`config.mk`:
```
export PLATFORM = sky130hd
export DESIGN_NAME = muldiv_unit
export DESIGN_NICKNAME = d
export VERILOG_FILES = /design/src/rtl/muldiv_unit.sv
export SDC_FILE = /design/constraint.sdc
export NUM_CORES = 1
export LEC_CHECK = 0
export CAP_MARGIN = 20
export CORE_MARGIN = 5
export CORE_UTILIZATION = 60
export DETAILED_ROUTE_END_ITERATION = 6
export PLACE_DENSITY = 0.83
export SKIP_LAST_GASP = 1
export SYNTH_ARGS = -nofsm -noshare
export SYNTH_HDL_FRONTEND = slang
export SYNTH_SLANG_ARGS = --single-unit
```
`constraint.sdc`:
```
create_clock -name clk -period 6.7 [get_ports clk]
set_input_delay 1.005 -clock clk [delete_from_list [all_inputs] [get_ports clk]]
set_output_delay 1.005 -clock clk [all_outputs]
set_load 0.03 [all_outputs]
```
`src/rtl/muldiv_unit.sv`:
```
// Iterative multiply/divide unit owning HI/LO: shift-add multiply and restoring
// divide on operand magnitudes, sign correction applied in a final FIX cycle.
//
// state | meaning
// IDLE  | waiting for start; mthi/mtlo honoured here
// CALC  | one shift-add / shift-subtract step per edge, WIDTH steps
// FIX   | sign-correct the result and write hi/lo
module muldiv_unit #(
  parameter int WIDTH = 32
) (
  input  logic             clk,
  input  logic             rst_n,
  input  logic             start,
  input  logic [1:0]       op,
  input  logic [WIDTH-1:0] srcA,
  input  logic [WIDTH-1:0] srcB,
  input  logic             mthi,
  input  logic             mtlo,
  input  logic             rdHiLo,
  input  logic             cancel,
  output logic [WIDTH-1:0] hi,
  output logic [WIDTH-1:0] lo,
  output logic             busy,
  output logic             stall
);

  localparam int CW = (WIDTH > 1) ? $clog2(WIDTH) : 1;
  localparam logic [CW-1:0] CNT_LAST = CW'(WIDTH - 1);

  typedef enum logic [1:0] {IDLE, CALC, FIX} state_t;

  state_t           state_q, state_d;
  logic [CW-1:0]    cnt_q, cnt_d;
  logic [WIDTH-1:0] hi_q, hi_d, lo_q, lo_d;
  logic [WIDTH-1:0] rem_q, rem_d, quo_q, quo_d, b_q, b_d;
  logic             is_div_q, is_div_d, qneg_q, qneg_d, rneg_q, rneg_d, div0_q, div0_d;

  logic             sign_a, sign_b;
  logic [WIDTH-1:0] mag_a, mag_b;
  logic [WIDTH:0]   mul_sum;
  logic [WIDTH:0]   div_shift;
  logic [WIDTH+1:0] div_diff;
  logic [2*WIDTH-1:0] prod_fix;
  logic [WIDTH-1:0] quo_fix, rem_fix;

  always_comb begin
    // op[0]=0 selects the signed variants (MULT, DIV)
    sign_a    = ~op[0] & srcA[WIDTH-1];
    sign_b    = ~op[0] & srcB[WIDTH-1];
    mag_a     = sign_a ? -srcA : srcA;
    mag_b     = sign_b ? -srcB : srcB;
    mul_sum   = {1'b0, rem_q} + (quo_q[0] ? {1'b0, b_q} : '0);
    div_shift = {rem_q, quo_q[WIDTH-1]};
    div_diff  = {1'b0, div_shift} - {2'b00, b_q};
    prod_fix  = qneg_q ? -{rem_q, quo_q} : {rem_q, quo_q};
    quo_fix   = qneg_q ? -quo_q : quo_q;
    rem_fix   = rneg_q ? -rem_q : rem_q;
  end

  always_comb begin
    state_d  = state_q;
    cnt_d    = cnt_q;
    hi_d     = hi_q;
    lo_d     = lo_q;
    rem_d    = rem_q;
    quo_d    = quo_q;
    b_d      = b_q;
    is_div_d = is_div_q;
    qneg_d   = qneg_q;
    rneg_d   = rneg_q;
    div0_d   = div0_q;
    case (state_q)
      IDLE: begin
        if (start) begin
          state_d  = CALC;
          cnt_d    = '0;
          rem_d    = '0;
          quo_d    = mag_a;
          b_d      = mag_b;
          is_div_d = op[1];
          qneg_d   = sign_a ^ sign_b;
          rneg_d   = sign_a;
          div0_d   = op[1] & (srcB == '0);
        end else begin
          if (mthi) hi_d = srcA;
          if (mtlo) lo_d = srcA;
        end
      end
      CALC: begin
        if (cancel) begin
          state_d = IDLE;
          cnt_d   = '0;
        end else begin
          if (is_div_q) begin
            // restoring step: keep the difference only when it did not go negative
            if (!div_diff[WIDTH+1]) begin
              rem_d = div_diff[WIDTH-1:0];
              quo_d = {quo_q[WIDTH-2:0], 1'b1};
            end else begin
              rem_d = div_shift[WIDTH-1:0];
              quo_d = {quo_q[WIDTH-2:0], 1'b0};
            end
          end else begin
            rem_d = mul_sum[WIDTH:1];
            quo_d = {mul_sum[0], quo_q[WIDTH-1:1]};
          end
          if (cnt_q == CNT_LAST) begin
            state_d = FIX;
            cnt_d   = '0;
          end else begin
            cnt_d = cnt_q + CW'(1);
          end
        end
      end
      FIX: begin
        state_d = IDLE;
        if (!cancel) begin
          if (is_div_q) begin
            // a zero divisor leaves the dividend magnitude in rem, so hi recovers srcA
            lo_d = div0_q ? '1 : quo_fix;
            hi_d = rem_fix;
          end else begin
            {hi_d, lo_d} = prod_fix;
          end
        end
      end
      default: state_d = IDLE;
    endcase
  end

  always_ff @(posedge clk or negedge rst_n) begin
    if (!rst_n) begin
      state_q  <= IDLE;
      cnt_q    <= '0;
      hi_q     <= '0;
      lo_q     <= '0;
      rem_q    <= '0;
      quo_q    <= '0;
      b_q      <= '0;
      is_div_q <= 1'b0;
      qneg_q   <= 1'b0;
      rneg_q   <= 1'b0;
      div0_q   <= 1'b0;
    end else begin
      state_q  <= state_d;
      cnt_q    <= cnt_d;
      hi_q     <= hi_d;
      lo_q     <= lo_d;
      rem_q    <= rem_d;
      quo_q    <= quo_d;
      b_q      <= b_d;
      is_div_q <= is_div_d;
      qneg_q   <= qneg_d;
      rneg_q   <= rneg_d;
      div0_q   <= div0_d;
    end
  end

  assign hi    = hi_q;
  assign lo    = lo_q;
  assign busy  = (state_q != IDLE);
  assign stall = busy & (start | rdHiLo | mthi | mtlo);

endmodule

```
==> flow_summary_export.csv <==
group,metric,value,unit
run_status,status,"complete, no violations",
critical_path,crit_chain,"inv_1 -> nor2_1 -> ha_1 -> o211ai_1 -> o211ai_1 -> a41oi_1 -> or4_1 -> a31oi_1 -> o211ai_1 -> and2_1 -> o311ai_0 -> a31oi_1 -> a22o_1",
floorplan,start_util,61.25,%
critical_path,r2r_start,"quo_q[0]",
critical_path,crit_required,7.02,ns
sta,fin_worst_skew,0.01933,ns
sta,slew-limit-headroom,21.77,%
global_route,grt_usage,32.31,%
global_route,grt_pass1_vias,13360,
routing,vias_per_cell,6.321,
routing,drc_errors,0,
cells_and_area,multi_input_comb_area,9052,sq um
placement,dp_hpwl,32080,um
sta,worstMarginPinSlew,1.169,ns
placement,dp_slack,2.343,ns
sta,setup_tns,0,ns
floorplan,ios,139,
clocking,hold_buffers,0,
worst_hold_path,hold_path_depth,2,
cells_and_area,nNetsFinal,2013,
critical_path,end_kind,"flop",
routing,wl,43160,um
placement,portBuffers,138,
logic_synthesis,syn_nets,1944,
critical_path,worstSetupPathType,"reg -> reg",
logic_synthesis,yosysSeqAreaShare,30.67,%
routing,vias,13860,
routing,antenna_left,0,
placement,place_inst,2160,
routing,drtIter0Drc,1321,
clocking,cts_sinks,171,
critical_path,worst_r2r_path_depth,13,
cells_and_area,fillers,1913,
floorplan,die_w,162.5,um
clocking,clock_path_buffers,2,
logic_synthesis,synth_edf_count,0,
logic_synthesis,synth_area,13950,sq um
clocking,htree_levels,4,
sta,setup_viol,0,
cells_and_area,syn_to_final_growth,15.27,%
logic_synthesis,syn_avg_cell_area,7.755,sq um
clocking,cts_setup_buffers,0,
critical_path,startpoint_type,"flop",
floorplan,core.rowCount,55,
placement,place_congestion,0.9720,
critical_path,worst_path_max_delay_cell,"inv_1",
critical_path,crit_buf_inv,1,
worst_hold_path,min_to,"b_q[15]",
clocking,clk_pin_slew,0.07,ns
cells_and_area,n_antenna_cell,0,
cells_and_area,final_cells,2193,
global_route,antenna_found_initial,0,
cells_and_area,final_layout_size_suffix_gt1_share,3.830,%
sta,hold_viol,0,
sta,rsz0062_at_grt,"false",
sta,max_freq,222.8,MHz
sta,period_share,66.98,%
sta,finalCriticalPeriod,4.487,ns
sta,final_max_slew_viol_count,0,
run,drv_cap,0,
clocking,cts_tree,"done",
routing,dr.pass1.iters,6,
sta,finalWorstSetupSlack,2.213,ns
floorplan,die_area,26400,sq um
routing,wire_per_inst,19.68,um
logic_synthesis,ys_ff_latch,171,
power_and_ir_drop,p_sw_share,48.19,%
critical_path,path_common_cell,"o211ai_1",
global_route,grt_max_degree,75,
clocking,numCtsBuffers,17,
clocking,cts-root-buf,"clkbuf_16",
power_and_ir_drop,leakagePower,0.006816,uW
critical_path,max_stage_delay,0.80,ns
floorplan,die_h,162.5,um
critical_path,regToRegEndpoint,"rem_q[28]",
global_route,grt_pass1_wl,69550,um
power_and_ir_drop,combinationalPowerShare,56.6,%
logic_synthesis,yosys_most_used_dff,"dfrtp_1",
clocking,cts_resized,0,
cells_and_area,seq_area,4280,sq um
power_and_ir_drop,vdd_ir_drop_max,0.0001951,V
power_and_ir_drop,p_sw,3108,uW
clocking,insertion_delay,0.44,ns
logic_synthesis,synth_warnings,0,
worst_hold_path,hold_start,"b_q[15]",
floorplan,core_area,22780,sq um
power_and_ir_drop,power_per_cell_area,401.0,nW/um^2
power_and_ir_drop,p_seq_share,27.5,%
logic_synthesis,async_reset_ff_share,100.0,%
logic_synthesis,syn_inst,1799,
power_and_ir_drop,p_int,3341,uW
worst_hold_path,min_path_type,"reg -> reg",
critical_path,worst_ep_arrival_time,4.81,ns
critical_path,path_max_fanout,33,
critical_path,cp_top_family,"compound AO/OA/AOI/OAI gates",
critical_path,reg2reg_slack,2.21,ns
global_route,grt_remaining_overflow,0,
logic_synthesis,synth_cell_types,69,
power_and_ir_drop,clockPowerShare,15.9,%
cell type report:
class | instances | area share [%]
well taps | 313 | 2.435
repair buffers | 155 | 9.561
clock buffers | 18 | 2.668
clock inverters | 13 | 0.9880
flip-flops and latches | 171 | 26.61
multi-input cells | 1461 | 56.29
inverters | 62 | 1.447
power groups by stage:
| stage | Sequential (uW) | Clock, uW | Combinational [uW] |
|---|---|---|---|
| floorplan | 1780 | 0 | 2540 |
| finish | 1780 | 1020 | 3650 |
| global placement | 1750 | 0 | 3480 |
| detailed placement | 1770 | 0 | 3570 |
| global route | 1810 | 1070 | 4010 |
| CTS | 1750 | 1030 | 3590 |
cell families after synthesis:
kind of cell    after synthesis  synth area share, %
fa+ha+maj                    72                6.564
simple gates                584                19.14
buf+inv                     167                4.600
xor+xnor                    169                10.61
flops                       171                30.67
mux                          39                2.816
compound gates              597                25.60
how the worst max path moves through the flow:
| stage | to | from | slack, ns | depth (start not counted) |
|---|---|---|---|---|
| after global routing | rem_q[28] | quo_q[0] | 1.92 | 13 |
| after detailed placement | rem_q[28] | quo_q[0] | 2.34 | 13 |
| final | rem_q[28] | quo_q[0] | 2.21 | 13 |
| after CTS | rem_q[28] | quo_q[0] | 2.31 | 13 |
| after global placement | quo_q[29] | srcA[4] | 2.39 | 11 |
| after floorplan | rem_q[28] | quo_q[0] | 3.23 | 14 |
cells in the mapped netlist, types with 27 or more instances:
cell type	instances	share of area (%)
xor2_1	61	3.8
nor3_1	30	1.1
nand2_1	226	6.1
nor2_1	171	4.6
inv_1	62	1.7
o22ai_1	30	1.3
dfrtp_1	171	31
clkbuf_1	92	2.5
o21ai_0	222	8.0
a21o_1	30	1.6
a21oi_1	159	5.7
xnor2_1	108	6.8
o31ai_1	27	1.5
ha_1	70	6.3
nand3_1	30	1.1
mux2i_1	37	2.7
per-stage QoR:
stage | util [%] | hold slack, ns | total power (uW) | instance area [sq um]
after detailed placement | 67.84 | 0.4690 | 5338 | 15450
final | 70.61 | 0.4785 | 6449 | 16080
after global routing | 70.61 | 0.5033 | 6894 | 16080
after floorplan | - | 0.4498 | 4319 | 13950
after global placement | 67.84 | 0.4612 | 5236 | 15450
after CTS | 70.42 | 0.4855 | 6372 | 16040
registers in the layout, summed over array words and instances (netlist names):
register  flops
b_q          32
cnt_q         5
div0_q        1
hi           32
is_div_q      1
lo           32
qneg_q        1
quo_q        32
rem_q        32
rneg_q        1
state_q       2
per-layer routing:
| layer | part of all wire [%] | wire length, um | vias up | global-route usage, % |
|---|---|---|---|---|
| met5 | 0 | 0 | - | 0 |
| met4 | 2.8 | 1217 | 0 | 12.26 |
| met3 | 9.1 | 3919 | 77 | 4.834 |
| met2 | 47 | 20260 | 719 | 53.43 |
| met1 | 41 | 17760 | 6485 | 43.05 |
| li1 | - | - | 6580 | - |
layout by cell type (no fill, tap or decap), types with 9 or more instances in the layout:
cell	count
or3_1	16
o41ai_1	13
inv_1	62
nand4_1	11
a31oi_1	18
buf_4	15
o31ai_1	27
o21a_1	9
nand2b_1	19
xnor2_1	108
o22ai_1	30
o21ai_0	222
clkbuf_16	17
mux2i_1	37
a22oi_1	13
nand2_1	225
nor2b_1	12
nor3_1	30
nor2_1	170
a211oi_1	11
or4_1	15
nor4_1	19
o211ai_1	14
a21oi_1	159
a21o_1	30
dfrtp_1	170
nand3_1	30
xor2_1	61
clkdlybuf4s50_1	137
ha_1	70
worst reg2reg max path: stages (launching register included):
cell	delay [ns]
dfrtp_1	0.44
inv_1	0.80
nor2_1	0.14
ha_1	0.39
o211ai_1	0.13
o211ai_1	0.30
a41oi_1	0.27
or4_1	0.61
a31oi_1	0.29
o211ai_1	0.16
and2_1	0.21
o311ai_0	0.33
a31oi_1	0.07
a22o_1	0.23
Note: power is estimated with default switching activity, not from simulation.
